===== src/rtl/riscv_fd_hazard_ctrl_if.sv =====
// Hazard-control bundle between the pipeline datapath (master) and the
// F/D / D/E hazard sequencer (slave). Clock and reset stay outside.
interface riscv_fd_hazard_ctrl_if #(
  parameter int CNT_W = 32
) ();
  // Pipeline events into the sequencer
  logic             i_riscv_hzc_redirect;
  logic             i_riscv_hzc_lu_hazard;
  logic             i_riscv_hzc_md_start;
  logic             i_riscv_hzc_md_done;
  logic             i_riscv_hzc_imem_ready;
  // Stall/flush controls back to the pipeline registers
  logic             o_riscv_hzc_pc_stall;
  logic             o_riscv_hzc_fd_stall;
  logic             o_riscv_hzc_fd_flush;
  logic             o_riscv_hzc_de_stall;
  logic             o_riscv_hzc_de_flush;
  logic [1:0]       o_riscv_hzc_state;
  logic             o_riscv_hzc_md_timeout;
  logic [CNT_W-1:0] o_riscv_hzc_stall_cycles;

  modport master (
    output i_riscv_hzc_redirect, i_riscv_hzc_lu_hazard, i_riscv_hzc_md_start,
           i_riscv_hzc_md_done, i_riscv_hzc_imem_ready,
    input  o_riscv_hzc_pc_stall, o_riscv_hzc_fd_stall, o_riscv_hzc_fd_flush,
           o_riscv_hzc_de_stall, o_riscv_hzc_de_flush, o_riscv_hzc_state,
           o_riscv_hzc_md_timeout, o_riscv_hzc_stall_cycles
  );

  modport slave (
    input  i_riscv_hzc_redirect, i_riscv_hzc_lu_hazard, i_riscv_hzc_md_start,
           i_riscv_hzc_md_done, i_riscv_hzc_imem_ready,
    output o_riscv_hzc_pc_stall, o_riscv_hzc_fd_stall, o_riscv_hzc_fd_flush,
           o_riscv_hzc_de_stall, o_riscv_hzc_de_flush, o_riscv_hzc_state,
           o_riscv_hzc_md_timeout, o_riscv_hzc_stall_cycles
  );
endinterface


===== src/rtl/riscv_fd_hazard_ctrl.sv =====
// F/D and D/E hazard sequencer: turns redirect, mul/div busy, imem miss and
// load-use events into PC/F/D/D/E stall and flush controls. Stall=1 holds.
module riscv_fd_hazard_ctrl #(
  parameter int FLUSH_CYC  = 2,
  parameter int MD_TIMEOUT = 70,
  parameter int CNT_W      = 32
) (
  input  logic                  i_riscv_hzc_clk,
  input  logic                  i_riscv_hzc_rst_n,
  riscv_fd_hazard_ctrl_if.slave hzc
);

  localparam int                MCNT_W     = (MD_TIMEOUT > 1) ? $clog2(MD_TIMEOUT) : 1;
  localparam logic [2:0]        RCNT_LOAD  = 3'(FLUSH_CYC - 1);
  localparam logic [MCNT_W-1:0] MCNT_LAST  = MCNT_W'(MD_TIMEOUT - 1);
  // With a single flush cycle the redirect cycle itself covers it; no REDIR state needed
  localparam bit                REDIR_HOLD = (FLUSH_CYC > 1);

  typedef enum logic [1:0] {
    ST_RUN     = 2'd0,
    ST_REDIR   = 2'd1,
    ST_MD_WAIT = 2'd2,
    ST_IMISS   = 2'd3
  } state_t;

  state_t            r_state, w_state_next;
  logic [2:0]        r_rcnt, w_rcnt_next;
  logic [MCNT_W-1:0] r_mcnt, w_mcnt_next;
  logic              r_md_timeout;
  logic [CNT_W-1:0]  r_stall_cycles;

  logic w_pc_stall, w_fd_stall, w_fd_flush, w_de_stall, w_de_flush;
  logic w_md_tmo_exit;
  logic w_run_rules;

  // Per-cycle event resolution: outputs and next state from state and live inputs
  always_comb begin
    w_pc_stall    = 1'b0;
    w_fd_stall    = 1'b0;
    w_fd_flush    = 1'b0;
    w_de_stall    = 1'b0;
    w_de_flush    = 1'b0;
    w_state_next  = r_state;
    w_rcnt_next   = r_rcnt;
    w_mcnt_next   = r_mcnt;
    w_md_tmo_exit = 1'b0;
    w_run_rules   = 1'b0;

    if (!i_riscv_hzc_rst_n) begin
      // Keep both pipeline registers empty while held in reset
      w_fd_flush = 1'b1;
      w_de_flush = 1'b1;
    end else if (hzc.i_riscv_hzc_redirect) begin
      // Redirect wins in every state; any pending mul/div or miss is abandoned
      w_fd_flush = 1'b1;
      w_de_flush = 1'b1;
      if (REDIR_HOLD) begin
        w_state_next = ST_REDIR;
        w_rcnt_next  = RCNT_LOAD;
      end else begin
        w_state_next = ST_RUN;
      end
    end else begin
      case (r_state)
        ST_REDIR: begin
          // Fetch of the new PC still in flight: keep F/D empty, everything else ignored
          w_fd_flush = 1'b1;
          if (r_rcnt <= 3'd1) begin
            w_rcnt_next  = 3'd0;
            w_state_next = ST_RUN;
          end else begin
            w_rcnt_next = r_rcnt - 3'd1;
          end
        end
        ST_MD_WAIT: begin
          if (hzc.i_riscv_hzc_md_done) begin
            // Result available this cycle; a coincident md_start is dropped
            w_state_next = ST_RUN;
          end else begin
            w_pc_stall = 1'b1;
            w_fd_stall = 1'b1;
            w_de_stall = 1'b1;
            if (r_mcnt == MCNT_LAST) begin
              w_state_next  = ST_RUN;
              w_md_tmo_exit = 1'b1;
            end else begin
              w_mcnt_next = r_mcnt + MCNT_W'(1);
            end
          end
        end
        ST_IMISS: begin
          if (!hzc.i_riscv_hzc_imem_ready) begin
            w_pc_stall = 1'b1;
            w_fd_flush = 1'b1;
          end else begin
            // Miss resolved: this cycle behaves exactly like RUN
            w_run_rules = 1'b1;
          end
        end
        default: w_run_rules = 1'b1;
      endcase

      if (w_run_rules) begin
        w_state_next = ST_RUN;
        if (hzc.i_riscv_hzc_md_start) begin
          // No stall in the issue cycle; waiting starts next cycle
          w_state_next = ST_MD_WAIT;
          w_mcnt_next  = '0;
        end else if (!hzc.i_riscv_hzc_imem_ready) begin
          w_pc_stall   = 1'b1;
          w_fd_flush   = 1'b1;
          w_state_next = ST_IMISS;
        end else if (hzc.i_riscv_hzc_lu_hazard) begin
          // Single bubble: the hazard clears once the load moves on
          w_pc_stall = 1'b1;
          w_fd_stall = 1'b1;
          w_de_flush = 1'b1;
        end
      end
    end
  end

  // State, counters and registered status outputs
  always_ff @(posedge i_riscv_hzc_clk) begin
    if (!i_riscv_hzc_rst_n) begin
      r_state        <= ST_RUN;
      r_rcnt         <= 3'd0;
      r_mcnt         <= '0;
      r_md_timeout   <= 1'b0;
      r_stall_cycles <= '0;
    end else begin
      r_state      <= w_state_next;
      r_rcnt       <= w_rcnt_next;
      r_mcnt       <= w_mcnt_next;
      r_md_timeout <= w_md_tmo_exit;
      if (w_pc_stall && (r_stall_cycles != {CNT_W{1'b1}})) begin
        r_stall_cycles <= r_stall_cycles + CNT_W'(1);
      end
    end
  end

  assign hzc.o_riscv_hzc_pc_stall     = w_pc_stall;
  assign hzc.o_riscv_hzc_fd_stall     = w_fd_stall;
  assign hzc.o_riscv_hzc_fd_flush     = w_fd_flush;
  assign hzc.o_riscv_hzc_de_stall     = w_de_stall;
  assign hzc.o_riscv_hzc_de_flush     = w_de_flush;
  assign hzc.o_riscv_hzc_state        = r_state;
  assign hzc.o_riscv_hzc_md_timeout   = r_md_timeout;
  assign hzc.o_riscv_hzc_stall_cycles = r_stall_cycles;

endmodule

===== src/flat_wrapper.sv =====
// flat-port wrapper written by rule: the top's interface ports become plain ports
module riscv_fd_hazard_ctrl_flat 
#(
  parameter int FLUSH_CYC  = 2,
  parameter int MD_TIMEOUT = 70,
  parameter int CNT_W      = 32
)
  (i_riscv_hzc_clk, i_riscv_hzc_rst_n, hzc_i_riscv_hzc_redirect, hzc_i_riscv_hzc_lu_hazard, hzc_i_riscv_hzc_md_start, hzc_i_riscv_hzc_md_done, hzc_i_riscv_hzc_imem_ready, hzc_o_riscv_hzc_pc_stall, hzc_o_riscv_hzc_fd_stall, hzc_o_riscv_hzc_fd_flush, hzc_o_riscv_hzc_de_stall, hzc_o_riscv_hzc_de_flush, hzc_o_riscv_hzc_state, hzc_o_riscv_hzc_md_timeout, hzc_o_riscv_hzc_stall_cycles);
  riscv_fd_hazard_ctrl_if #(.CNT_W(CNT_W)) hzc_i ();
  input  logic i_riscv_hzc_clk;
  input  logic i_riscv_hzc_rst_n;
  input wire logic [$bits(hzc_i.i_riscv_hzc_redirect)-1:0] hzc_i_riscv_hzc_redirect;
  input wire logic [$bits(hzc_i.i_riscv_hzc_lu_hazard)-1:0] hzc_i_riscv_hzc_lu_hazard;
  input wire logic [$bits(hzc_i.i_riscv_hzc_md_start)-1:0] hzc_i_riscv_hzc_md_start;
  input wire logic [$bits(hzc_i.i_riscv_hzc_md_done)-1:0] hzc_i_riscv_hzc_md_done;
  input wire logic [$bits(hzc_i.i_riscv_hzc_imem_ready)-1:0] hzc_i_riscv_hzc_imem_ready;
  output wire logic [$bits(hzc_i.o_riscv_hzc_pc_stall)-1:0] hzc_o_riscv_hzc_pc_stall;
  output wire logic [$bits(hzc_i.o_riscv_hzc_fd_stall)-1:0] hzc_o_riscv_hzc_fd_stall;
  output wire logic [$bits(hzc_i.o_riscv_hzc_fd_flush)-1:0] hzc_o_riscv_hzc_fd_flush;
  output wire logic [$bits(hzc_i.o_riscv_hzc_de_stall)-1:0] hzc_o_riscv_hzc_de_stall;
  output wire logic [$bits(hzc_i.o_riscv_hzc_de_flush)-1:0] hzc_o_riscv_hzc_de_flush;
  output wire logic [$bits(hzc_i.o_riscv_hzc_state)-1:0] hzc_o_riscv_hzc_state;
  output wire logic [$bits(hzc_i.o_riscv_hzc_md_timeout)-1:0] hzc_o_riscv_hzc_md_timeout;
  output wire logic [$bits(hzc_i.o_riscv_hzc_stall_cycles)-1:0] hzc_o_riscv_hzc_stall_cycles;
  assign hzc_i.i_riscv_hzc_redirect = hzc_i_riscv_hzc_redirect;
  assign hzc_i.i_riscv_hzc_lu_hazard = hzc_i_riscv_hzc_lu_hazard;
  assign hzc_i.i_riscv_hzc_md_start = hzc_i_riscv_hzc_md_start;
  assign hzc_i.i_riscv_hzc_md_done = hzc_i_riscv_hzc_md_done;
  assign hzc_i.i_riscv_hzc_imem_ready = hzc_i_riscv_hzc_imem_ready;
  assign hzc_o_riscv_hzc_pc_stall = hzc_i.o_riscv_hzc_pc_stall;
  assign hzc_o_riscv_hzc_fd_stall = hzc_i.o_riscv_hzc_fd_stall;
  assign hzc_o_riscv_hzc_fd_flush = hzc_i.o_riscv_hzc_fd_flush;
  assign hzc_o_riscv_hzc_de_stall = hzc_i.o_riscv_hzc_de_stall;
  assign hzc_o_riscv_hzc_de_flush = hzc_i.o_riscv_hzc_de_flush;
  assign hzc_o_riscv_hzc_state = hzc_i.o_riscv_hzc_state;
  assign hzc_o_riscv_hzc_md_timeout = hzc_i.o_riscv_hzc_md_timeout;
  assign hzc_o_riscv_hzc_stall_cycles = hzc_i.o_riscv_hzc_stall_cycles;
  riscv_fd_hazard_ctrl #(.FLUSH_CYC(FLUSH_CYC), .MD_TIMEOUT(MD_TIMEOUT), .CNT_W(CNT_W)) u_core (.i_riscv_hzc_clk(i_riscv_hzc_clk), .i_riscv_hzc_rst_n(i_riscv_hzc_rst_n), .hzc(hzc_i));
endmodule

===== config.mk =====
export PLATFORM = sky130hd
export DESIGN_NAME = riscv_fd_hazard_ctrl_flat
export DESIGN_NICKNAME = d
export VERILOG_FILES = /design/src/rtl/riscv_fd_hazard_ctrl_if.sv /design/src/rtl/riscv_fd_hazard_ctrl.sv /design/src/flat_wrapper.sv
export SDC_FILE = /design/constraint.sdc
export NUM_CORES = 1
export LEC_CHECK = 0
export ABC_AREA = 1
export CAP_MARGIN = 20
export CORE_MARGIN = 3
export CORE_UTILIZATION = 39
export CTS_BUF_LIST = sky130_fd_sc_hd__clkbuf_16
export DETAILED_ROUTE_END_ITERATION = 8
export GPL_TIMING_DRIVEN = 0
export PLACE_DENSITY = 0.65
export SLEW_MARGIN = 5
export SYNTH_ARGS = -nofsm -noshare
export SYNTH_HDL_FRONTEND = slang
export SYNTH_SLANG_ARGS = --single-unit

===== constraint.sdc =====
create_clock -name i_riscv_hzc_clk -period 2.3 [get_ports i_riscv_hzc_clk]
set_input_delay 0.46 -clock i_riscv_hzc_clk [delete_from_list [all_inputs] [get_ports i_riscv_hzc_clk]]
set_output_delay 0.46 -clock i_riscv_hzc_clk [all_outputs]
set_load 0.02 [all_outputs]

# ---- Word level (Yosys, flattened, before mapping)
# Index checks and enable logic that the tools add are counted.
dict set report totals {
  wordCells 82
  inputBits 7
  output_inout_bits 40
  regBits 45
}
dict set report classes {
  add_sub_neg 3
  n_reduce_logical 9
  n_bitwise 2
  order_cmp 1
  muxes 51
  n_eq_ne 9
}
# operator n
set ops {}
lappend ops {{$mux W1} 35}
lappend ops {{$mux W7} 5}
lappend ops {{$add A32 B1 Y32 const B} 1}
lappend ops {{$ne A32 B32 Y1 const B} 1}
lappend ops {{$mux W2} 6}
lappend ops {{$ne A4 B2 Y1 const B} 2}
lappend ops {{$add A7 B1 Y7 const B} 1}
lappend ops {{$eq A7 B7 Y1 const B} 1}
lappend ops {{$pmux W1 S2} 3}
lappend ops {{$reduce_and A3 Y1} 2}
lappend ops {{$ne A5 B3 Y1 const B} 1}
lappend ops {{$eq A2 B2 Y1 const B} 2}
lappend ops {{$pmux W2 S2} 1}
lappend ops {{$reduce_bool A4 Y1} 1}
lappend ops {{$reduce_or A2 Y1} 2}
lappend ops {{$reduce_or A4 Y1} 1}
lappend ops {{$le A3 B1 Y1 const B} 1}
lappend ops {{$mux W3} 1}
lappend ops {{$ne A3 B1 Y1 const B} 1}
lappend ops {{$reduce_bool A3 Y1} 1}
lappend ops {{$sub A3 B1 Y3 const B} 1}
lappend ops {{$eq A2 B1 Y1 const B} 1}
lappend ops {{$not A1 Y1} 2}
lappend ops {{$reduce_bool A2 Y1} 1}
lappend ops {{$logic_and A1 B1 Y1} 1}

# ---- Logic depth before layout (Yosys ltp)
dict set report depth {
  ltp_word 9
  mapped_depth 11
  depth_no_buf 10
}

# ---- Worst setup path after synthesis
# No wires, ideal clock.
dict set report synth_timing {
  path_kind {register -> output}
  startpoint {register u_core.r_state[0], in the netlist u_core.hzc.o_riscv_hzc_state[0]}
  endpoint {output port hzc_o_riscv_hzc_pc_stall}
  setup_slack_ps 263
  t_arrival_ps 1577
  path_stages_with_launch 8
  path_cell_list {dfxtp_1 > inv_1 > ha_1 > nand2_1 > nand2_1 > nand2_1 > a21oi_4 > buf_4}
}
dict set report synth_between {
  elab_chain_cells 8
  word_cells_on_any_way 14
}
# item line_no
set synth_rtl {}
lappend synth_rtl {{start: declaration} riscv_fd_hazard_ctrl.sv:26} ;# state_t r_state, w_state_next;
lappend synth_rtl {{start signal: assignment} riscv_fd_hazard_ctrl.sv:132} ;# r_state <= w_state_next;
lappend synth_rtl {{$eq A2 B2 Y1 / $eq A2 B1 Y1 (equally long branches)} riscv_fd_hazard_ctrl.sv:64} ;# case (r_state)
lappend synth_rtl {{$pmux W1 S2 / $reduce_or A2 Y1 (equally long branches)} --}
lappend synth_rtl {{$mux W1 / $pmux W1 S2 (equally long branches)} {riscv_fd_hazard_ctrl.sv:113, riscv_fd_hazard_ctrl.sv:64}}
lappend synth_rtl {{$mux W1 (on tied branches)} {riscv_fd_hazard_ctrl.sv:109, riscv_fd_hazard_ctrl.sv:53}}
lappend synth_rtl {{$mux W1 (on tied branches)} {riscv_fd_hazard_ctrl.sv:105, riscv_fd_hazard_ctrl.sv:49}}
lappend synth_rtl {{$mux W1 (*)} riscv_fd_hazard_ctrl.sv:103} ;# if (w_run_rules) begin
lappend synth_rtl {{$mux W1 (*)} riscv_fd_hazard_ctrl.sv:53} ;# end else if (hzc.i_riscv_hzc_redirect) begin
lappend synth_rtl {{$mux W1 (*)} riscv_fd_hazard_ctrl.sv:49} ;# if (!i_riscv_hzc_rst_n) begin
lappend synth_rtl {{end: declaration} flat_wrapper.sv:17} ;# output wire logic [$bits(hzc_i.o_riscv_hzc_pc_stall)-1:0] hzc_o_riscv_hzc_pc_stall;
# Every way passes the cells marked *; elsewhere a longest branch is shown, timed or not. The select of a mux whose other input is x is not followed.

# ---- Worst setup path after layout
# Same ends and word-level chain as after synthesis.

==> results.yml <==
placed_design:
  dp_cells: 640
  place_area_sq_mm: 0.00368
  place.gp.congestion: 0.886
  dp_hpwl_microns: 6650
  portBuffers: 45
  dp_slack_ns: -0.798
yosys:
  ys_async_sr_fraction: 0
  synth_flop_cell: "dfxtp_1"
  synth_most_common_cell: "nand2_1"
  ys_warn_count: 0
  syn_area_sq_mm: 0.00311
  yosysUniqueCellTypes: 37
  synth_edf_count: 0
  ys_ff_latch: 45
  synth_top_area_frac: 0.290
  synth.area.top_cells: "dfxtp_1, nand2_1, nor2_1"
  ys_top_cells_by_count: "nand2_1, nor2_1, inv_1, dfxtp_1, nand3_1"
  avgSynthCellArea_sq_um: 6.26
  netlist_instances: 496
  syn_nets: 513
  yosys.area.top_type: "dfxtp_1"
  seq_area_frac_synth: 0.290
timing:
  max_freq_mhz: 441
  slew_headroom: 0.504
  worst_slew_pin_slew_ns: 0.744
  finalWorstSetupSlack_ns: 0.0343
  setup_tns_ns: 0
  fin_skew_ns: 0.00732
  rsz0062_at_grt: "true"
  finalSetupViolations: 0
  final_max_slew_viol_count: 0
  period_share: 0.985
  min_period_ns: 2.27
  final_hold_viol_count: 0
cts:
  cts.clk_slew.worst_paths_ns: 0.06
  cts_tree: "built"
  holdBufCountCts: 0
  cts.sinks: 45
  h-tree-depth: 2
  clock_path_buffers: 2
  cts_buffers: 5
  clk_latency_ns: 0.29
  cts_root_buffer: "clkbuf_16"
power:
  ir_drop_mv: 0.397
  powerDensity_mw_per_mm2: 503
  p_leak_nw: 1.47
drt:
  drt_first_pass_iters: 5
  drt.antenna.violating_nets: 0
  routed_wl_microns: 8680
  dr_total_vias: 3345
  drcViolationCount: 0
  via_per_inst: 5.12
  routedWlPerCell_microns: 13.3
  drt_iter0_markers: 158
grt:
  grt_pass1_wl_microns: 14200
  gr-usage-all-layers: 0.198
  overflow: 0
  grt_max_degree: 15
  grt_pass1_vias: 2972
  antenna_found_initial: 0
run_status:
  outcome: "finished, final reports clean"
critical_path:
  crit_path_frequent_cell: "nand2_2"
  cp.required_ns: 1.84
  critPathSlowestCell: "dfxtp_4"
  crit_type: "register to primary output"
  cpPeakStageDelay_ns: 0.39
  end_kind: "primary output"
  r2r-start: "u_core.hzc.o_riscv_hzc_stall_cycles[0]"
  arrival_ns: 1.81
  critPathMaxFanout: 7
  cp_cell_sequence: "inv_1 -> ha_4 -> nand2_1 -> nand2_2 -> nand2_2 -> a21oi_4 -> buf_6 -> buf_4"
  worstSetupStartpointType: "register"
  crit_start: "u_core.hzc.o_riscv_hzc_state[0]"
die:
  dieWidth_microns: 95.2
  core_area_sq_mm: 0.00749
  die_h_microns: 95.2
  start_util: 0.415
  ios: 47
  rows: 31
  fp.dieArea_sq_mm: 0.00907
final_layout:
  antenna_cells: 0
  fillers: 757
  drive_gt1_frac: 0.105
  stdcell_count: 653
  finalInstanceArea_sq_mm: 0.00392
  area_delta_synth_final_pct: 26.3
  final_core_util: 0.524
  finalNetCount: 570
min_path:
  holdCritStartpoint: "u_core.r_rcnt[1]"
  hold_path_class: "register to register"
job:
  max_cap_violations: 0
cells by family (layout without fill, tap and decap cells):
| logic type | after synthesis | after routing | synth area share |
|---|---|---|---|
| xor gates and xnor gates | 15 | 15 | 0.0423 |
| DFF | 45 | 45 | 0.290 |
| buffers and inverters | 59 | 117 | 0.0854 |
| and+or+nand+nor | 307 | 307 | 0.419 |
| adders and majority gates | 10 | 10 | 0.0403 |
| AOI/OAI and AO/OA | 60 | 60 | 0.123 |
final timing paths:
| check | endpoint | slack (ns) | depth (start not counted) |
|---|---|---|---|
| setup / recovery | hzc_o_riscv_hzc_pc_stall | 0.03 | 8 |
| hold / removal | u_core.r_rcnt[1] | 0.49 | 2 |
| setup reg to reg | u_core.hzc.o_riscv_hzc_stall_cycles[18] | 0.38 | 11 |
| hold reg to reg | u_core.r_rcnt[1] | 0.49 | 2 |
through the flow:
step                hold slack, ns  total power, W
floorplan                    0.453        0.000957
global placement             0.474         0.00102
detailed placement           0.477         0.00103
CTS                          0.491         0.00197
global route                 0.522         0.00205
finish                       0.486         0.00197
final cells by class:
cell class	instances	area, sq um	area share
plain buffers	11	88.8	0.0226
clock buffers	5	125	0.0319
clock inverters	3	65.1	0.0166
inverters	48	180	0.0459
multi-input cells	392	1960	0.499
flip-flops and latches	45	906	0.231
well taps	99	124	0.0316
repair buffers	50	477	0.122
placed cells by master (no fill, tap or decap), types with 2 or more instances in the layout:
cell type / netlist / layout
a21oi_1: 27 / 27
a21oi_2: 13 / 13
a31oi_1: 2 / 2
buf_2: 2 / 3
buf_4: 1 / 6
buf_6: 5 / 6
bufinv_16: 0 / 2
clkbuf_1: 2 / 2
clkbuf_16: 0 / 5
clkdlybuf4s50_1: 0 / 38
dfxtp_1: 45 / 43
dlygate4sd2_1: 0 / 2
ha_1: 10 / 9
inv_1: 46 / 45
inv_2: 2 / 3
nand2_1: 179 / 177
nand2_2: 3 / 5
nand2_4: 3 / 3
nand3_1: 37 / 37
nand4_1: 7 / 7
nor2_1: 69 / 69
nor2_4: 2 / 2
nor3_1: 2 / 2
o21ai_0: 8 / 8
o21ai_1: 2 / 2
xnor2_1: 5 / 5
xor2_1: 10 / 10
metal layers:
layer | up-vias | share of wire | global-route usage | wire length, microns
met5 | - | 0 | 0 | 0
met4 | 0 | 0.013 | 0.0469 | 110
met3 | 11 | 0.053 | 0.0292 | 460
met2 | 106 | 0.44 | 0.314 | 3780
met1 | 1540 | 0.50 | 0.282 | 4330
li1 | 1688 | - | - | -
sequential cells by signal, summed over array words and instances, names as in the netlist:
| signal | count |
|---|---|
| u_core.hzc.o_riscv_hzc_md_timeout | 1 |
| u_core.hzc.o_riscv_hzc_stall_cycles | 32 |
| u_core.hzc.o_riscv_hzc_state | 2 |
| u_core.r_mcnt | 7 |
| u_core.r_rcnt | 3 |
critical path, delay by kind of cell, from the launching register on:
kind | cells | cell delay, ns
AO/OA/AOI/OAI | 1 | 0.23
adder cells (fa/ha/maj) | 1 | 0.26
buffers and inverters | 3 | 0.37
flip-flops | 1 | 0.39
AND/OR/NAND/NOR | 3 | 0.28
power by group:
part           switching, W  internal [W]
combinational      0.000141     0.0000903
clock              0.000317      0.000621
sequential        0.0000136      0.000789
repair_timing:
item                       4_1_cts  5_1_grt
pin swaps                        0        3
gates resized for setup         15       12
setup buffers                    0        5
setup endpoints to repair        5        4
Power figures use the tool's default switching activity.
